### config.mk
export PLATFORM = sky130hd
export DESIGN_NAME = nc_context_ctrl
export DESIGN_NICKNAME = d
export VERILOG_FILES = /design/src/rtl/cavlc_nc_pkg.sv /design/src/rtl/nc_context_avg.sv /design/src/rtl/nc_context_ctrl.sv
export SDC_FILE = /design/constraint.sdc
export NUM_CORES = 2
export LEC_CHECK = 0
export CORE_ASPECT_RATIO = 1.1
export CORE_MARGIN = 10
export CORE_UTILIZATION = 45
export DETAILED_ROUTE_END_ITERATION = 10
export GPL_TIMING_DRIVEN = 1
export PLACE_DENSITY = 0.56
export SLEW_MARGIN = 30
export SYNTH_ARGS = -nofsm -noshare
export SYNTH_HDL_FRONTEND = slang
export SYNTH_SLANG_ARGS = --single-unit
### constraint.sdc
create_clock -name clk -period 8.1 [get_ports clk]
set_input_delay 1.215 -clock clk [delete_from_list [all_inputs] [get_ports clk]]
set_output_delay 1.215 -clock clk [all_outputs]
set_load 0.03 [all_outputs]
### src/rtl/cavlc_nc_pkg.sv
// Shared constants, FSM state type and block-coordinate helpers for CAVLC nC derivation.
package cavlc_nc_pkg;

  localparam int unsigned TC_W      = 5;
  localparam int unsigned BLK_IDX_W = 4;
  localparam int unsigned NC_MAX    = 16;

  typedef enum logic [2:0] {
    StIdle,
    StIssue,
    StWaitTc,
    StWrback,
    StDone
  } state_e;

  // Luma 4x4 blocks are numbered in zig-zag 8x8 order; bits interleave x and y.
  function automatic logic [1:0] blk_x(input logic [BLK_IDX_W-1:0] idx);
    return {idx[2], idx[0]};
  endfunction

  function automatic logic [1:0] blk_y(input logic [BLK_IDX_W-1:0] idx);
    return {idx[3], idx[1]};
  endfunction

endpackage

### src/rtl/nc_context_avg.sv
// Combinational nC from neighbour TotalCoeffs: rounded mean of both, else whichever exists, else 0.
module nc_context_avg
  import cavlc_nc_pkg::*;
(
  input  logic [TC_W-1:0] na_i,
  input  logic [TC_W-1:0] nb_i,
  input  logic            a_avail_i,
  input  logic            b_avail_i,
  output logic [TC_W-1:0] nc_o
);

  logic [TC_W:0] sum;

  always_comb begin
    sum = {1'b0, na_i} + {1'b0, nb_i} + (TC_W+1)'(1);
    unique case ({a_avail_i, b_avail_i})
      2'b11:   nc_o = TC_W'(sum >> 1);
      2'b10:   nc_o = na_i;
      2'b01:   nc_o = nb_i;
      default: nc_o = '0;
    endcase
  end

endmodule

### src/rtl/nc_context_ctrl.sv
// Per-MB sequencer for CAVLC luma nC context: neighbour history, nC offer, TotalCoeff capture.
// Optional macro NC_TABLE_SEL_EN adds the registered vlc_tab output.
module nc_context_ctrl
  import cavlc_nc_pkg::*;
#(
  parameter int unsigned MB_COLS = 120,
  parameter int unsigned MBX_W   = 7
) (
  input  logic                 clk,
  input  logic                 rst_n,
  input  logic                 mb_start,
  input  logic [MBX_W-1:0]     mb_x,
  input  logic                 left_avail,
  input  logic                 top_avail,
  output logic                 busy,
  output logic                 nc_valid,
  input  logic                 nc_ready,
  output logic [TC_W-1:0]      nc,
  output logic [BLK_IDX_W-1:0] blk_idx,
  input  logic                 tc_valid,
  input  logic [TC_W-1:0]      tc,
  output logic                 mb_done
`ifdef NC_TABLE_SEL_EN
  ,
  output logic [1:0]           vlc_tab
`endif
);

  localparam int unsigned LbDepth = MB_COLS * 4;

  state_e               state_q, state_d;
  logic [BLK_IDX_W-1:0] blk_idx_q, blk_idx_d;
  logic [MBX_W-1:0]     mb_x_q, mb_x_d;
  logic                 left_avail_q, left_avail_d;
  logic                 top_avail_q, top_avail_d;
  logic [TC_W-1:0]      nc_q, nc_d;
  logic [TC_W-1:0]      cur_q [16];
  logic [TC_W-1:0]      cur_d [16];
  logic [TC_W-1:0]      left_q [4];
  logic [TC_W-1:0]      left_d [4];
  logic [TC_W-1:0]      line_buf_q [LbDepth];

  logic                 lb_we;
  logic [TC_W-1:0]      tc_sat;
  logic [1:0]           wr_x, wr_y, rd_x, rd_y;
  logic [TC_W-1:0]      na, nb, nc_calc;
  logic                 a_avail, b_avail;

  assign tc_sat = (tc > TC_W'(NC_MAX)) ? TC_W'(NC_MAX) : tc;
  assign wr_x   = blk_x(blk_idx_q);
  assign wr_y   = blk_y(blk_idx_q);

  always_comb begin
    state_d      = state_q;
    blk_idx_d    = blk_idx_q;
    mb_x_d       = mb_x_q;
    left_avail_d = left_avail_q;
    top_avail_d  = top_avail_q;
    cur_d        = cur_q;
    left_d       = left_q;
    lb_we        = 1'b0;
    unique case (state_q)
      StIdle: begin
        if (mb_start) begin
          mb_x_d       = (32'(mb_x) >= MB_COLS) ? MBX_W'(MB_COLS - 1) : mb_x;
          left_avail_d = left_avail;
          top_avail_d  = top_avail;
          blk_idx_d    = '0;
          state_d      = StIssue;
        end
      end
      StIssue: begin
        if (nc_ready) state_d = StWaitTc;
      end
      StWaitTc: begin
        if (tc_valid) begin
          cur_d[{wr_y, wr_x}] = tc_sat;
          lb_we = (wr_y == 2'd3);
          if (blk_idx_q == BLK_IDX_W'(15)) begin
            state_d = StWrback;
          end else begin
            blk_idx_d = blk_idx_q + BLK_IDX_W'(1);
            state_d   = StIssue;
          end
        end
      end
      StWrback: begin
        for (int y = 0; y < 4; y++) left_d[y] = cur_q[{2'(y), 2'd3}];
        state_d = StDone;
      end
      StDone:  state_d = StIdle;
      default: state_d = StIdle;
    endcase
  end

  // Neighbours are taken from next-state values so the just-written TotalCoeff is seen.
  always_comb begin
    rd_x = blk_x(blk_idx_d);
    rd_y = blk_y(blk_idx_d);
    if (rd_x != 2'd0) begin
      na      = cur_d[{rd_y, rd_x - 2'd1}];
      a_avail = 1'b1;
    end else begin
      na      = left_q[rd_y];
      a_avail = left_avail_d;
    end
    if (rd_y != 2'd0) begin
      nb      = cur_d[{rd_y - 2'd1, rd_x}];
      b_avail = 1'b1;
    end else begin
      nb      = line_buf_q[{mb_x_d, rd_x}];
      b_avail = top_avail_d;
    end
  end

  nc_context_avg u_avg (
    .na_i      (na),
    .nb_i      (nb),
    .a_avail_i (a_avail),
    .b_avail_i (b_avail),
    .nc_o      (nc_calc)
  );

  always_comb begin
    nc_d = nc_q;
    if (state_d == StIssue) nc_d = nc_calc;
  end

  always_ff @(posedge clk or negedge rst_n) begin
    if (!rst_n) begin
      state_q      <= StIdle;
      blk_idx_q    <= '0;
      mb_x_q       <= '0;
      left_avail_q <= 1'b0;
      top_avail_q  <= 1'b0;
      nc_q         <= '0;
      cur_q        <= '{default: '0};
      left_q       <= '{default: '0};
    end else begin
      state_q      <= state_d;
      blk_idx_q    <= blk_idx_d;
      mb_x_q       <= mb_x_d;
      left_avail_q <= left_avail_d;
      top_avail_q  <= top_avail_d;
      nc_q         <= nc_d;
      cur_q        <= cur_d;
      left_q       <= left_d;
    end
  end

  // Only read when top_avail is set, so no reset is needed.
  always_ff @(posedge clk) begin
    if (lb_we) line_buf_q[{mb_x_q, wr_x}] <= tc_sat;
  end

  assign busy     = (state_q == StIssue) || (state_q == StWaitTc) || (state_q == StWrback);
  assign nc_valid = (state_q == StIssue);
  assign mb_done  = (state_q == StDone);
  assign nc       = nc_q;
  assign blk_idx  = blk_idx_q;

`ifdef NC_TABLE_SEL_EN
  logic [1:0] vlc_tab_q, vlc_tab_d;

  always_comb begin
    vlc_tab_d = vlc_tab_q;
    if (state_d == StIssue) begin
      if (nc_calc < TC_W'(2))      vlc_tab_d = 2'd0;
      else if (nc_calc < TC_W'(4)) vlc_tab_d = 2'd1;
      else if (nc_calc < TC_W'(8)) vlc_tab_d = 2'd2;
      else                         vlc_tab_d = 2'd3;
    end
  end

  always_ff @(posedge clk or negedge rst_n) begin
    if (!rst_n) vlc_tab_q <= 2'd0;
    else        vlc_tab_q <= vlc_tab_d;
  end

  assign vlc_tab = vlc_tab_q;
`endif

endmodule

Yosys cells after proc, flatten, opt, wreduce, memory -nomap -nowiden:

Memory sizes are Yosys's and may differ from the RTL's.
Index checks and enable logic that the tools add are counted.

* memories: 1
* register bits: 121
* bits in writable memories: 2400

Memories
* line_buf_q: words 480, bits a word 5, read ports 1, clocked after memory_dff 0, wr ports 1, line nc_context_ctrl.sv:41 `logic [TC_W-1:0] line_buf_q [LbDepth];`

* eq/ne operators: 10
* reductions and logical operators: 6
* bitwise gates (word level): 4
* add/subtract/negate cells: 5
* multiplexer cells: 40
* order comparisons: 7

Operator list (count)
* $mux W80: 2
* $bwmux W80: 1
* $mux W5: 10
* $bmux W5 S4: 2
* $mux W7: 3
* $demux W5 S4: 1
* $ge A5 B5 Y1 const B: 3
* $not A4 Y5: 3
* $pmux W5 S3: 1
* $mux W4: 3
* $pmux W3 S4: 1
* $bmux W5 S2: 1
* $mux W1: 10
* $mux W3: 3
* $pmux W4 S2: 1
* $ge A7 B7 Y1 const B: 1
* $add A5 B5 Y6: 1
* $add A6 B1 Y6 const B: 1
* $eq A2 B2 Y1 const B: 3
* $eq A3 B1 Y1 const B: 2
* $eq A3 B2 Y1 const B: 2
* $gt A5 B5 Y1 const B: 1
* $lt A5 B1 Y1 const B: 1
* $add A4 B1 Y4 const B: 1
* 11 further kinds: 14

Longest topological paths before layout:

* depth in word-level cells: 15
* mapped depth: 28
* depth with buffers taken out: 23

Modules after synthesis:

From an unflattened synthesis, not the netlist that was laid out.

* cells, all modules: 7813
* area total of the unflattened synthesis: 104764.2 sq um

Modules (own cells, without submodules)
* nc_context_ctrl: area an instance 104460.2 sq um, sequential area each 75097.0 sq um, instances 1, cells each 7772
* nc_context_avg: area an instance 304.0 sq um, sequential area each 0.0 sq um, instances 1, cells each 41

Least setup slack after synthesis:

No wires, ideal clock.

* kind: in2reg
* start: in tc[4]
* end: reg nc_q[3], in the netlist nc[3]
* required time: 7.980 ns
* setup slack: -4.707 ns
* setup time: 0.120 ns
* arrival: 12.687 ns
* path buffers: 2
* stages on the path: 19
* cell sequence: clkbuf_1 -> nand2b_1 -> inv_1 -> clkbuf_1 -> mux2i_1 -> a211oi_1 -> a31oi_1 -> mux4_2 -> and2_1 -> a221oi_1 -> o31a_1 -> ha_1 -> a21o_1 -> a21oi_1 -> xnor2_1 -> mux2_2 -> nand3_1 -> o21ai_0 -> a31o_1

* cells in the longest elaborated chain, start to end: 12

Ends and longest elaborated chain
* from (decl): line nc_context_ctrl.sv:21 `input logic [TC_W-1:0] tc,`
* $gt A5 B5 Y1 *: line nc_context_ctrl.sv:49 `assign tc_sat = (tc > TC_W'(NC_MAX)) ? TC_W'(NC_MAX) : tc;`
* $mux W5 *: line nc_context_ctrl.sv:49
* net tc_sat[2]: line nc_context_ctrl.sv:44 `logic [TC_W-1:0] tc_sat;`
* $bwmux W80 *: line nc_context_ctrl.sv:77 `cur_d[{wr_y, wr_x}] = tc_sat;`
* $mux W80 *: line nc_context_ctrl.sv:76 `if (tc_valid) begin`
* $mux W80 *: line nc_context_ctrl.sv:62 `unique case (state_q)`
* $bmux W5 S4 (on tied branches): line nc_context_ctrl.sv:101, nc_context_ctrl.sv:108
* $mux W5 (on tied branches) (2 in a row): line nc_context_ctrl.sv:101, nc_context_ctrl.sv:108
* $mux W5 (on tied branches): line nc_context_ctrl.sv:100, nc_context_ctrl.sv:107
* $add A5 B5 Y6 *: line nc_context_avg.sv:15 `sum = {1'b0, na_i} + {1'b0, nb_i} + (TC_W+1)'(1);`
* $add A6 B1 Y6 *: line nc_context_avg.sv:15
* $pmux W5 S3 *: line nc_context_avg.sv:16 `unique case ({a_avail_i, b_avail_i})`
* to (signal assigned): line nc_context_ctrl.sv:145 `nc_q <= nc_d;`
* to (decl): line nc_context_ctrl.sv:36 `logic [TC_W-1:0] nc_q, nc_d;`

Mark *: on every way through the listed nets, which the timed path passes. The rest lies on a longest branch. The select of a mux whose other input is x is not followed.
A chain may end at the register's enable or synchronous reset.

Worst setup path in the final report:

* start: reg blk_idx_q[0], in the netlist blk_idx[0]
* end: reg nc_q[3], in the netlist nc[3]

* cells in the longest elaborated chain, start to end: 15

Ends and longest elaborated chain
* from (decl): line nc_context_ctrl.sv:32 `logic [BLK_IDX_W-1:0] blk_idx_q, blk_idx_d;`
* from (signal assigned): line nc_context_ctrl.sv:141 `blk_idx_q <= blk_idx_d;`
* branches (longest 15 deep; another with $add A5 B5 Y6)

Parallel ways; which one is timed is not known. The select of a mux whose other input is x is not followed.

==> summary.log <==
qor: floorplan.die_area 253800 µm²
qor: power_and_ir_drop.power.density 318.5 nW/µm²
qor: placed_design.port-buffer-count 30
qor: logic_synthesis.ys_seq_elements 2521
qor: logic_synthesis.synth_async_sr_flop_share 4.800%
qor: detailed_routing.drt_first_pass_iters 6
qor: timing.post_route_setup_tns 0 ns
qor: detailed_routing.wl_met1 137500 µm
qor: logic_synthesis.synthSimpleGateAreaFrac 13.77%
qor: detailed_routing.wire_per_inst 30.76 µm
qor: timing.clock.fmax 0.1431 GHz
qor: logic_synthesis.synthAdderAreaFrac 0.1022%
qor: critical_path.reg2reg_from blk_idx[0]
qor: detailed_routing.top_signal_layer_used met5
qor: global_routing.grt_antenna_before_repair 16
qor: critical_path.cp_data_arrival_time 7.82 ns
qor: placed_design.placement.setup.worst_slack 0.4220 ns
qor: timing.worst_slew_pin_slew 1.078 ns
qor: critical_path.timing.critical_path.fanout_max 45
qor: placed_design.place_congestion 0.8922
qor: power_and_ir_drop.power_leakage 40.59 nW
qor: layout.area.sequential 75100 µm²
qor: floorplan.die_y 527.4 µm
qor: timing.setup_repair_after_global_routing_missed_its_margin no
qor: layout.nNetsFinal 8019
qor: clock_tree.postCtsHoldBufs 0
qor: clock_tree.worstSkewPairLatency 0.95 ns
qor: critical_path.reg2reg_setup_slack 1.11 ns
qor: detailed_routing.met2_length 159500 µm
qor: timing.report.final.hold_viol_count 0
qor: logic_synthesis.syn_nets 7994
qor: clock_tree.root_buffer clkbuf_16
qor: critical_path.criticalPathCategory reg -> reg
qor: detailed_routing.routed-via-count 68970
qor: global_routing.gr-total-overflow 0
qor: clock_tree.clkTransAtPathRegs 0.07 ns
qor: logic_synthesis.post-synth-top-area-cell edfxtp_1
qor: global_routing.grt.total_usage 26.60%
qor: detailed_routing.met3WireLength 31660 µm
qor: detailed_routing.detail_route.vias_per_cell 6.114
qor: logic_synthesis.yosysSeqAreaShare 71.31%
qor: floorplan.floorplan.initialDensity 45.16%
qor: layout.multiInputGateArea 27040 µm²
qor: layout.final_util 50.54%
qor: clock_tree.cts_num_sinks 2521
qor: critical_path.endpoint_kind flop
qor: logic_synthesis.dominant_combinational_cell_family_by_area_after_synthesis simple AND/OR/NAND/NOR gates
qor: global_routing.maximum_number_of_pins_on_one_net_before_global_route_repair 217
qor: timing.period_minus_slack 6.990 ns
qor: worst_hold_path.timing.hold.worst.class in -> async
qor: logic_synthesis.muxShareOfSynthArea 5.919%
qor: logic_synthesis.synthDominantCellAreaShare 68.43%
qor: clock_tree.cts_made_buffers 277
qor: clock_tree.cts-htree-levels 5
qor: timing.finalCritPeriodShare 86.30%
qor: floorplan.chipWidth 481.3 µm
qor: floorplan.placeableCoreArea 233200 µm²
qor: logic_synthesis.leading_post_synthesis_cells_by_instance_count 2400 x edfxtp_1, 1848 x nand2_1, 704 x nand3_1
qor: timing.finalClockSkew 0.05731 ns
qor: logic_synthesis.fraction_of_synthesized_cell_area_in_xor_and_xnor_cells 0.01663%
qor: outcome.outcome completed
qor: timing.slew_viol_final 0
qor: logic_synthesis.synth_enable_flop_cells 2400
qor: timing.worst_hold_slack 0.3550 ns
qor: detailed_routing.drc 0
qor: logic_synthesis.synth.lib_cells_used.distinct 97
qor: critical_path.timing.rr.end nc[3]
qor: logic_synthesis.synthesis.yosys.warnings 0
qor: placed_design.dp.cells 10810
qor: global_routing.grt_pass1_wl 493300 µm
qor: logic_synthesis.syn_avg_cell_area 13.22 µm²
qor: floorplan.design.portCount 31
qor: logic_synthesis.fraction_of_the_mapped_netlist_area_in_compound_gates 5.647%
qor: timing.setup_ws 1.110 ns
qor: placed_design.post-dp-hpwl 210800 µm
qor: clock_tree.post_cts_buffers 0
qor: clock_tree.tritoncts_clock_tree yes
qor: logic_synthesis.ys_top_cells_by_area edfxtp_1 68%, nand2_1 6.6%, mux2i_1 4.2%
qor: layout.layout-drive-gt1-share 9.924%
qor: layout.layout.cells.non_filler 11280
qor: power_and_ir_drop.vdd_drop_max 0.3121 mV
qor: detailed_routing.finalWirelength 347000 µm
qor: logic_synthesis.yosysMostFrequentCell edfxtp_1
qor: clock_tree.post_cts_resized 0
qor: logic_synthesis.syn_inst 7967
qor: clock_tree.clock_path_buffers 4
qor: critical_path.reg2reg_depth 23
qor: critical_path.worst_setup_path_start_kind flop
qor: logic_synthesis.dominantRegCellSynth edfxtp_1
qor: global_routing.vias_in_the_first_global_route 65850
qor: layout.flow.area_growth_from_synthesis 11.90%
qor: detailed_routing.detailedRoute.firstIterationViolations 8267
qor: floorplan.floorplan_row_count 186
qor: detailed_routing.detail-route-antenna-nets 0
qor: logic_synthesis.netlist_area 105300 µm²
qor: flow_run.drv.max_cap_violation_count 0
qor: timing.timing.slew.headroom 28.13%
qor: critical_path.required 8.93 ns
qor: timing.timing.final.setup_violations 0
qor: layout.fillCellCount 20050
stage by stage:
stage                     instance area, µm²  power, mW
after floorplan                       105300      20.06
after global placement                109600      25.85
after detailed placement              109700      25.87
after CTS                             117700      37.40
after global routing                  117800      38.38
final                                 117800      37.54
registers in the layout (all words and copies together) (netlist names):
name and flops:
line_buf_q 2400, cur_q 80, left_q 20, mb_x_q 7, nc 5, blk_idx 4, state_q 3, left_avail_q 1
top_avail_q 1
how the worst max path moves through the flow:
stage / startpoint / endpoint / slack [ns] / cells past startpoint
2_1_floorplan: tc[4] / nc[3] / -0.27 / 19
3_3_place_gp: mb_start / nc[3] / 0.43 / 24
3_5_place_dp: mb_start / nc[3] / 0.42 / 24
4_1_cts: blk_idx[0] / nc[3] / 1.27 / 23
5_1_grt: blk_idx[0] / nc[3] / 0.80 / 23
6_report: blk_idx[0] / nc[3] / 1.11 / 23
worst max-delay path: stages (launching register included):
cell and delay, ns:
dfrtp_1 0.33, buf_4 0.32, ha_1 0.38, nand3_2 0.26, a21oi_4 0.22, o31a_2 0.28, buf_12 0.24, buf_12 0.32
buf_4 0.40, mux2i_1 0.27, mux2i_1 0.15, a2111oi_0 0.60, or4_1 0.22, a2bb2oi_1 0.27, o311ai_1 0.63, nand3b_1 0.30
fa_1 0.53, a21o_1 0.21, a21oi_1 0.18, xnor2_1 0.07, mux2_2 0.27, nand3_1 0.08, o21ai_0 0.09, a31o_1 0.19
where the power goes:
part / total [mW] / internal, mW / switching (mW)
logic: 11.4 / 3.05 / 8.33
registers: 14.5 / 14.3 / 0.187
clock network: 11.6 / 6.64 / 5.00
logic make-up after synthesis:
kind of cell	count (synthesis)
muxes	546
AOI/OAI and AO/OA	799
xor gates and xnor gates	2
and+or+nand+nor	3418
DFF	2521
buffers and inverters	673
adders and majority gates	8
layer usage:
layer | vias up | global-route usage (%)
met4 | 14 | 12.01
met2 | 3504 | 41.46
met5 | - | 0
met1 | 35130 | 35.84
met3 | 760 | 5.721
li1 | 29560 | -
cell type report:
class / instances / share of cell area, %
multi-input combinational: 4773 / 22.94
clock inverter: 106 / 0.5564
clock buffer: 353 / 6.287
tap: 3102 / 3.294
inverter: 87 / 0.3302
timing repair buffer: 332 / 2.848
sequential: 2521 / 63.73
antenna: 6 / 0.01274
cells in the final DEF (no fill, tap or decap), types with 11 or more instances in the layout:
cell / Yosys / final
nand3_1: 704 / 698
mux2_2: 49 / 48
mux2i_1: 439 / 437
nor4_1: 13 / 12
clkinv_1: 1 / 62
nor2_1: 566 / 562
o311ai_0: 18 / 18
clkdlybuf4s50_1: 0 / 28
o21ai_0: 58 / 58
and3_1: 161 / 161
nand4_1: 20 / 20
clkinv_2: 0 / 33
clkbuf_16: 0 / 286
clkbuf_1: 228 / 67
dfrtp_1: 121 / 118
o311a_1: 21 / 21
nand2_1: 1848 / 1838
a31oi_1: 90 / 90
inv_1: 80 / 75
a211o_1: 16 / 16
a21oi_1: 104 / 104
a2111oi_0: 11 / 11
nor3_1: 49 / 48
a311oi_1: 160 / 159
buf_12: 0 / 55
o211ai_1: 64 / 64
buf_4: 76 / 235
o22ai_1: 24 / 24
edfxtp_1: 2400 / 2400
nand2_2: 1 / 11
mux4_2: 56 / 56
a211oi_1: 83 / 82
a22oi_1: 15 / 15
a32oi_1: 16 / 16
(Power assumes the default switching activity.)
